### src/rtl/udalt_sweep_ctrl_pkg.sv
// rtl/udalt_sweep_ctrl_pkg.sv - shared state encoding and sweep length helper for the sweep sequencer
package udalt_sweep_ctrl_pkg;

  typedef enum logic [2:0] {
    ST_IDLE   = 3'd0,
    ST_CLEAR  = 3'd1,
    ST_RUN    = 3'd2,
    ST_PAUSED = 3'd3,
    ST_DONE   = 3'd4
  } state_e;

  // One triangle sweep 0 -> MAX -> 0 takes 2*MAX counter enables.
  function automatic int sweep_steps(input int cnt_w);
    return 2 * ((1 << cnt_w) - 1);
  endfunction

endpackage

### src/rtl/udalt_prescaler.sv
// rtl/udalt_prescaler.sv - programmable enable prescaler; ticks when the count reaches period-1
module udalt_prescaler #(
  parameter int PRE_W = 8
) (
  input  logic             clk_i,
  input  logic             reset_i,
  input  logic             clear_i,
  input  logic             hold_i,
  input  logic [PRE_W-1:0] period_m1_i,
  output logic             tick_o
);

  logic [PRE_W-1:0] pre_cnt_q, pre_cnt_d;

  assign tick_o = (pre_cnt_q == period_m1_i);

  always_comb begin
    pre_cnt_d = pre_cnt_q;
    if (clear_i) begin
      pre_cnt_d = '0;
    end else if (!hold_i) begin
      pre_cnt_d = tick_o ? '0 : pre_cnt_q + PRE_W'(1);
    end
  end

  always_ff @(posedge clk_i) begin
    if (reset_i) begin
      pre_cnt_q <= '0;
    end else begin
      pre_cnt_q <= pre_cnt_d;
    end
  end

endmodule

### src/rtl/udalt_sweep_ctrl.sv
// rtl/udalt_sweep_ctrl.sv - clears the up/down counter, paces its enable and counts completed sweeps
module udalt_sweep_ctrl
  import udalt_sweep_ctrl_pkg::*;
#(
  parameter int CNT_W = 4,
  parameter int PRE_W = 8,
  parameter int SWP_W = 4
) (
  input  logic             clk_i,
  input  logic             reset_i,
  input  logic             start_i,
  input  logic             stop_i,
  input  logic             pause_i,
  input  logic [PRE_W-1:0] prescale_i,
  input  logic [SWP_W-1:0] num_sweeps_i,
  output logic             cnt_reset_o,
  output logic             cnt_en_o,
  output logic             busy_o,
  output logic             done_o,
  output logic [SWP_W-1:0] sweeps_done_o
);

  localparam int SWEEP_STEPS = sweep_steps(CNT_W);
  localparam int STEP_W      = $clog2(SWEEP_STEPS);

  state_e           state_q, state_d;
  logic [PRE_W-1:0] pre_lat_q, pre_lat_d;
  logic [SWP_W-1:0] num_lat_q, num_lat_d;
  logic [SWP_W-1:0] sweeps_q, sweeps_d, sweeps_inc;
  logic [STEP_W-1:0] step_q, step_d;
  logic             pre_tick;
  logic             sweep_wrap;
  logic             complete;

  udalt_prescaler #(
    .PRE_W(PRE_W)
  ) u_prescaler (
    .clk_i      (clk_i),
    .reset_i    (reset_i),
    .clear_i    (state_q == ST_CLEAR),
    .hold_i     (state_q != ST_RUN),
    .period_m1_i(pre_lat_q),
    .tick_o     (pre_tick)
  );

  assign cnt_reset_o   = (state_q == ST_CLEAR);
  assign cnt_en_o      = (state_q == ST_RUN) && pre_tick;
  assign busy_o        = (state_q == ST_CLEAR) || (state_q == ST_RUN) || (state_q == ST_PAUSED);
  assign done_o        = (state_q == ST_DONE);
  assign sweeps_done_o = sweeps_q;

  assign sweeps_inc = sweeps_q + SWP_W'(1);
  assign sweep_wrap = cnt_en_o && (step_q == STEP_W'(SWEEP_STEPS - 1));
  assign complete   = sweep_wrap && (num_lat_q != '0) && (sweeps_inc == num_lat_q);

  // Step/sweep counters follow every issued enable, even when stop overrides completion.
  always_comb begin
    state_d   = state_q;
    pre_lat_d = pre_lat_q;
    num_lat_d = num_lat_q;
    step_d    = step_q;
    sweeps_d  = sweeps_q;
    case (state_q)
      ST_IDLE, ST_DONE: begin
        if (start_i) begin
          state_d   = ST_CLEAR;
          pre_lat_d = prescale_i;
          num_lat_d = num_sweeps_i;
        end else begin
          state_d = ST_IDLE;
        end
      end
      ST_CLEAR: begin
        step_d   = '0;
        sweeps_d = '0;
        state_d  = stop_i ? ST_IDLE : ST_RUN;
      end
      ST_RUN: begin
        if (cnt_en_o) begin
          step_d = sweep_wrap ? '0 : step_q + STEP_W'(1);
          if (sweep_wrap) begin
            sweeps_d = sweeps_inc;
          end
        end
        if (stop_i) begin
          state_d = ST_IDLE;
        end else if (complete) begin
          state_d = ST_DONE;
        end else if (pause_i) begin
          state_d = ST_PAUSED;
        end
      end
      ST_PAUSED: begin
        if (stop_i) begin
          state_d = ST_IDLE;
        end else if (!pause_i) begin
          state_d = ST_RUN;
        end
      end
      default: state_d = ST_IDLE;
    endcase
  end

  always_ff @(posedge clk_i) begin
    if (reset_i) begin
      state_q   <= ST_IDLE;
      pre_lat_q <= '0;
      num_lat_q <= '0;
      step_q    <= '0;
      sweeps_q  <= '0;
    end else begin
      state_q   <= state_d;
      pre_lat_q <= pre_lat_d;
      num_lat_q <= num_lat_d;
      step_q    <= step_d;
      sweeps_q  <= sweeps_d;
    end
  end

endmodule
### config.mk
export PLATFORM = sky130hd
export DESIGN_NAME = udalt_sweep_ctrl
export DESIGN_NICKNAME = d
export VERILOG_FILES = /design/src/rtl/udalt_sweep_ctrl_pkg.sv /design/src/rtl/udalt_prescaler.sv /design/src/rtl/udalt_sweep_ctrl.sv
export SDC_FILE = /design/constraint.sdc
export NUM_CORES = 1
export LEC_CHECK = 0
export ABC_AREA = 1
export CORE_ASPECT_RATIO = 0.9
export CORE_MARGIN = 1.5
export CORE_UTILIZATION = 54
export CTS_CLUSTER_SIZE = 30
export DETAILED_ROUTE_END_ITERATION = 7
export GPL_TIMING_DRIVEN = 0
export PLACE_DENSITY = 0.79
export SETUP_SLACK_MARGIN = 0.02
export SLEW_MARGIN = 20
export SYNTH_ARGS = -nofsm -noshare
export SYNTH_HDL_FRONTEND = slang
export SYNTH_HIERARCHICAL = 1
export SYNTH_SLANG_ARGS = --single-unit
### constraint.sdc
create_clock -name clk_i -period 2.3 [get_ports clk_i]
set_clock_uncertainty 0.15 [all_clocks]
set_input_delay 0.46 -clock clk_i [delete_from_list [all_inputs] [get_ports clk_i]]
set_output_delay 0.46 -clock clk_i [all_outputs]
set_load 0.02 [all_outputs]
* Word-level counts from Yosys, hierarchy flattened
Index checks and enable logic that the tools add are counted.
Widths: inputs -> output; s select.
** Cells by class
- Reductions and logical operators :: 15
- $add $sub $neg :: 3
- Multiplexer cells :: 15
- Equality and inequality tests :: 12
** Operators with widths (count)
- $mux 3 :: 5
- $pmux 3 s4 :: 1
- $mux 5 :: 2
- $pmux 5 s2 :: 1
- $add 8x1->8 const B :: 1
- $eq 8x8->1 :: 1
- $mux 4 :: 2
- $mux 8 :: 1
- $pmux 4 s2 :: 1
- $eq 3x2->1 const B :: 2
- $reduce_and 2->1 :: 3
- $add 5x1->5 const B :: 1
- $eq 5x5->1 const B :: 1
- $add 4x1->4 const B :: 1
- $eq 4x4->1 :: 1
- $logic_and 1x1->1 :: 4
- $ne 2x2->1 const B :: 2
- $ne 4x4->1 const B :: 1
- $reduce_bool 4->1 :: 1
- $reduce_or 2->1 :: 2
- $eq 3x1->1 const B :: 1
- $eq 3x3->1 const B :: 1
- $logic_not 3->1 :: 1
- $ne 3x2->1 const B :: 1
- other kinds (6) :: 7
** Storage, ports and cells
- Flip-flop bits (word level) :: 32
- Input bits :: 17
- Output and inout bits :: 8

* Longest topological paths before layout
- Depth after elaboration :: 8
- Depth in mapped cells :: 14
- Mapped depth without buffers :: 14

* By module
Netlist, hierarchy kept.
** By module, submodules not included
- udalt_sweep_ctrl :: cells each 175, instances 1, area an instance 1181.1 µm²
- udalt_prescaler :: cells each 91, instances 1, area an instance 568.0 µm²

* Least setup slack after synthesis
OpenSTA, ideal clock, no wires.
- Kind :: flip-flop to flip-flop
- Start :: register u_prescaler.pre_cnt_q[0]
- End :: register state_q[0]
- Arrival :: 1.604 ns
- Path buffers :: 0
- Path slack :: 0.434 ns
- Cell stages (with the launch flop) :: 14
- Cell sequence :: dfxtp_1 > nand2_1 > nand2_1 > nand2_1 > nor4_1 > nand3_2 > nor2_4 > nand2_1 > nor2_1 > nand2_1 > nand2_1 > nand2_1 > nor2_1 > nor2_1
** Between the ends
- Word-level cells in the longest chain between the ends :: 8
- Elaborated cells between the ends (all ways) :: 10
** RTL lines
- start: declaration :: RTL line udalt_prescaler.sv:13 : logic [PRE_W-1:0] pre_cnt_q, pre_cnt_d;
- start signal: assignment :: RTL line udalt_prescaler.sv:30 : pre_cnt_q <= pre_cnt_d;
- $eq 8x8->1 * :: RTL line udalt_prescaler.sv:15 : assign tick_o = (pre_cnt_q == period_m1_i);
- net pre_tick :: RTL line udalt_sweep_ctrl.sv:31 : logic pre_tick;
- $logic_and 1x1->1 * :: RTL line udalt_sweep_ctrl.sv:47 : assign cnt_en_o = (state_q == ST_RUN) && pre_tick;
- $logic_and 1x1->1 * :: RTL line udalt_sweep_ctrl.sv:53 : assign sweep_wrap = cnt_en_o && (step_q == STEP_W'(SWEEP_STEPS - 1));
- $logic_and 1x1->1 * (2 in series) :: RTL line udalt_sweep_ctrl.sv:54 : assign complete = sweep_wrap && (num_lat_q != '0) && (sweeps_inc == num_lat_q);
- $mux 3 :: RTL line udalt_sweep_ctrl.sv:87 : end else if (complete) begin
- $mux 3 :: RTL line udalt_sweep_ctrl.sv:85 : if (stop_i) begin
- $pmux 3 s4 :: RTL line udalt_sweep_ctrl.sv:63 : case (state_q)
- end signal: assignment :: RTL line udalt_sweep_ctrl.sv:112 : state_q <= state_d;
- end: declaration :: RTL line udalt_sweep_ctrl.sv:26 : state_e state_q, state_d;
Mark *: on every way through the listed nets, which the timed path passes. The rest lies on a longest branch.
A chain may end at the register's enable or synchronous reset.

* Worst setup path after layout
- Start :: register u_prescaler.pre_cnt_q[0]
- End :: output cnt_en_o
** Between the ends
- Word-level cells in the longest chain between the ends :: 2
** RTL lines
- $eq 8x8->1 :: RTL line udalt_prescaler.sv:15
- net pre_tick :: RTL line udalt_sweep_ctrl.sv:31
- $logic_and 1x1->1 :: RTL line udalt_sweep_ctrl.sv:47
- end: declaration :: RTL line udalt_sweep_ctrl.sv:17 : output logic cnt_en_o,
The timed path passes the listed nets, and every way through them passes these cells.

==> out/results.txt <==
routed vias/inst = 4.91
end point of the worst hold path = step_q[4]
Post-Synth XOR/XNOR Area = 2.00%
die height = 57.0 um
synthesized-area fraction occupied by adder cells = 2.86%
fin cells = 341
Die Wd = 63.0 um
hold path depth = 2
die area = 3590 um2
Clock Sinks = 32
IO Count = 25
latest clock arrival within the worst-skew pair = 0.32 ns
syn_nets = 287
Hold Crit Start = step_q[4]
worst path required time = 1.69 ns
Hold Vio Cnt, Final = 0
setup slack, reg-to-reg = 0.18 ns
first-pass GRT wire length = 6090 um
placed cells = 332
compound-cell area share of the yosys netlist = 10.1%
synthesized flop and latch total = 32
CTS H-tree depth = 2
simple-gate share of the synthesized area = 38.8%
antenna cells = 0
reg-to-reg startpoint = u_prescaler/pre_cnt_q[0]
Reg2Reg Depth = 15
largest net degree at the start of global routing = 11
GRT overflow = 0
area delta synth->final = 22.1%
Netlist Area Pre-Place = 1750 um2
Peak VDD IR = 0.394 mV
Worst Path Arrival = 1.61 ns
Pins Over Slew Limit = 0
maximum fanout along the worst path = 5
first-pass iteration count of the detailed router = 4
r2r endpoint = state_q[0]
layout cells sized above 1 = 12.4%
unrepaired setup endpoints after global routing = yes
Mapped Cells = 266
Seq/Total Area, Yosys = 36.6%
worst slew pin tran = 0.402 ns
Period minus WS final = 2.22 ns
Distinct cells, synth = 28
initial antenna violation count = 0
vias = 1673
std cell rows = 19
dpl ws = -0.184 ns
Max Root-Sink Buffers = 2
final net count = 320
Ys Warns = 6
MaxCap Viol Count = 0
Port Buffer Count = 24
drc violations = 0
Critical Path Source Type = flop
largest family of logic cells by synthesized area = simple AND/OR/NAND/NOR gates
1st-iter DRT viols = 82
Max Fclk = 451 MHz
Core Area = 3070 um2
Avg Synthesized Cell Area = 6.58 um2
worst hold path class = reg2reg
mux contribution to synthesized area = 0%
Final Cycle Share = 96.5%
endpoints failing setup = 0
gpl congestion = 0.838
PD cells = 535 nW/um2
DR WL/cell = 10.1 um
Initial Util = 57.0%
slack of the critical path = 0.0816 ns
status = complete, no violations
CTS Root Cell = clkbuf_4
kind of critical path = reg2out
Clock Pin Slew Worst Setup and Hold Paths = 0.10 ns
crit end category = output pin
Slew headroom = 73.1%
ANT nets after route = 0
Num CTS Buffers = 5
CTS tree = yes
WL final = 3450 um
HPWL Detailed = 2660 um
GRT Overall Usage = 21.2%
vias in the first global route = 1480
Leak = 0.976 nW
layer usage:
metal | GRT usage (%) | vias up | part of all wire (%)
li1 | - | 900 | -
met4 | 5.71 | 0 | 0.55
met1 | 29.0 | 729 | 53
met5 | 0 | - | 0
met2 | 33.1 | 42 | 41
met3 | 5.92 | 2 | 4.9
how the worst max path moves through the flow:
stage,slack (ns),to,start
2_1_floorplan,0.43,state_q[0],u_prescaler/pre_cnt_q[0]
3_3_place_gp,-0.18,cnt_en_o,u_prescaler/pre_cnt_q[5]
3_5_place_dp,-0.18,cnt_en_o,u_prescaler/pre_cnt_q[5]
4_1_cts,0.05,cnt_en_o,u_prescaler/pre_cnt_q[6]
5_1_grt,-0.02,cnt_en_o,u_prescaler/pre_cnt_q[0]
6_report,0.08,cnt_en_o,u_prescaler/pre_cnt_q[0]
stage by stage:
stage                     hold slack, ns  TNS (ns)  total power [W]  instance area, um2  utilization, %
after detailed placement           0.304    -0.184         0.000800                2040            66.6
after CTS                          0.317         0          0.00115                2120            69.1
after floorplan                    0.286         0         0.000735                1750               -
after global routing               0.347   -0.0164          0.00120                2140            69.6
after global placement             0.298    -0.185         0.000795                2040            66.6
final                              0.317         0          0.00114                2140            69.6
where the power goes:
group          total [W]  leakage (nW)  internal [W]  switching, W
clock           0.000354        0.0374      0.000173      0.000181
sequential      0.000598         0.264      0.000577     0.0000211
combinational   0.000190         0.675     0.0000816      0.000108
Yosys cell counts:
cell type | count | share of area (%)
ha_1 | 4 | 2.9
nor2_2 | 7 | 2.5
o21ai_1 | 2 | 0.57
o21ai_0 | 13 | 3.7
nand4_2 | 1 | 0.72
clkinv_1 | 1 | 0.21
nor3_1 | 6 | 1.7
nand2_2 | 2 | 0.72
inv_1 | 38 | 8.2
buf_2 | 2 | 0.57
a211oi_1 | 1 | 0.43
nor3b_1 | 4 | 1.7
or2_4 | 1 | 0.50
o22ai_1 | 1 | 0.36
inv_2 | 2 | 0.43
nand3_1 | 12 | 3.4
nor4_1 | 1 | 0.36
nand3_2 | 2 | 1.1
nand4_1 | 4 | 1.4
nor2_4 | 1 | 0.64
nand2_1 | 65 | 14
xnor2_1 | 4 | 2.0
nor2_1 | 42 | 9.0
nand3_4 | 1 | 1.0
dfxtp_1 | 32 | 37
a211oi_2 | 1 | 0.72
buf_1 | 1 | 0.21
a21oi_1 | 15 | 4.3
placed cells by master, fill, tap and decap left out, types with 5 or more instances in the layout:
cell / instances
inv_1: 37
nand2_1: 65
dfxtp_1: 27
nor2_2: 7
clkbuf_4: 5
nor2_1: 42
clkdlybuf4s50_1: 21
nand3_1: 12
nor3_1: 6
a21oi_1: 15
o21ai_0: 13
final cells by class:
class                      instances  area, um2
inverter                          41        154
fill                             281        931
multi-input combinational        190        947
timing repair buffer              26        254
sequential                        32        649
tap                               42       52.6
buffer                             3       13.8
clock buffer                       7       65.1
sequential cells by signal, summed over array words and instances (netlist names):
register,flops
sweeps_done_o,4
u_prescaler/pre_cnt_q,8
step_q,5
num_lat_q,4
state_q,3
pre_lat_q,8
critical path, cell delays in order, from the launching register on:
cell	delay, ns
dfxtp_2	0.36
inv_1	0.08
nand2_1	0.05
nand2_1	0.05
nand2_1	0.08
nor4_2	0.34
nand3_2	0.12
inv_1	0.08
buf_4	0.13
repair_timing:
| item | 4_1_cts | 5_1_grt |
|---|---|---|
| hold buffers | 0 | 0 |
| buffers inserted | 1 | 1 |
| pin swaps | 2 | 3 |
| resized for setup | 10 | 5 |
| endpoints found under the setup margin | 2 | 3 |
kinds of logic after synthesis:
logic type | after synthesis
buffers and inverters | 44
DFF | 32
adders and majority gates | 4
xor gates and xnor gates | 4
AOI/OAI and AO/OA | 33
and+or+nand+nor | 149
No activity file was read; power rests on OpenSTA's default activity.
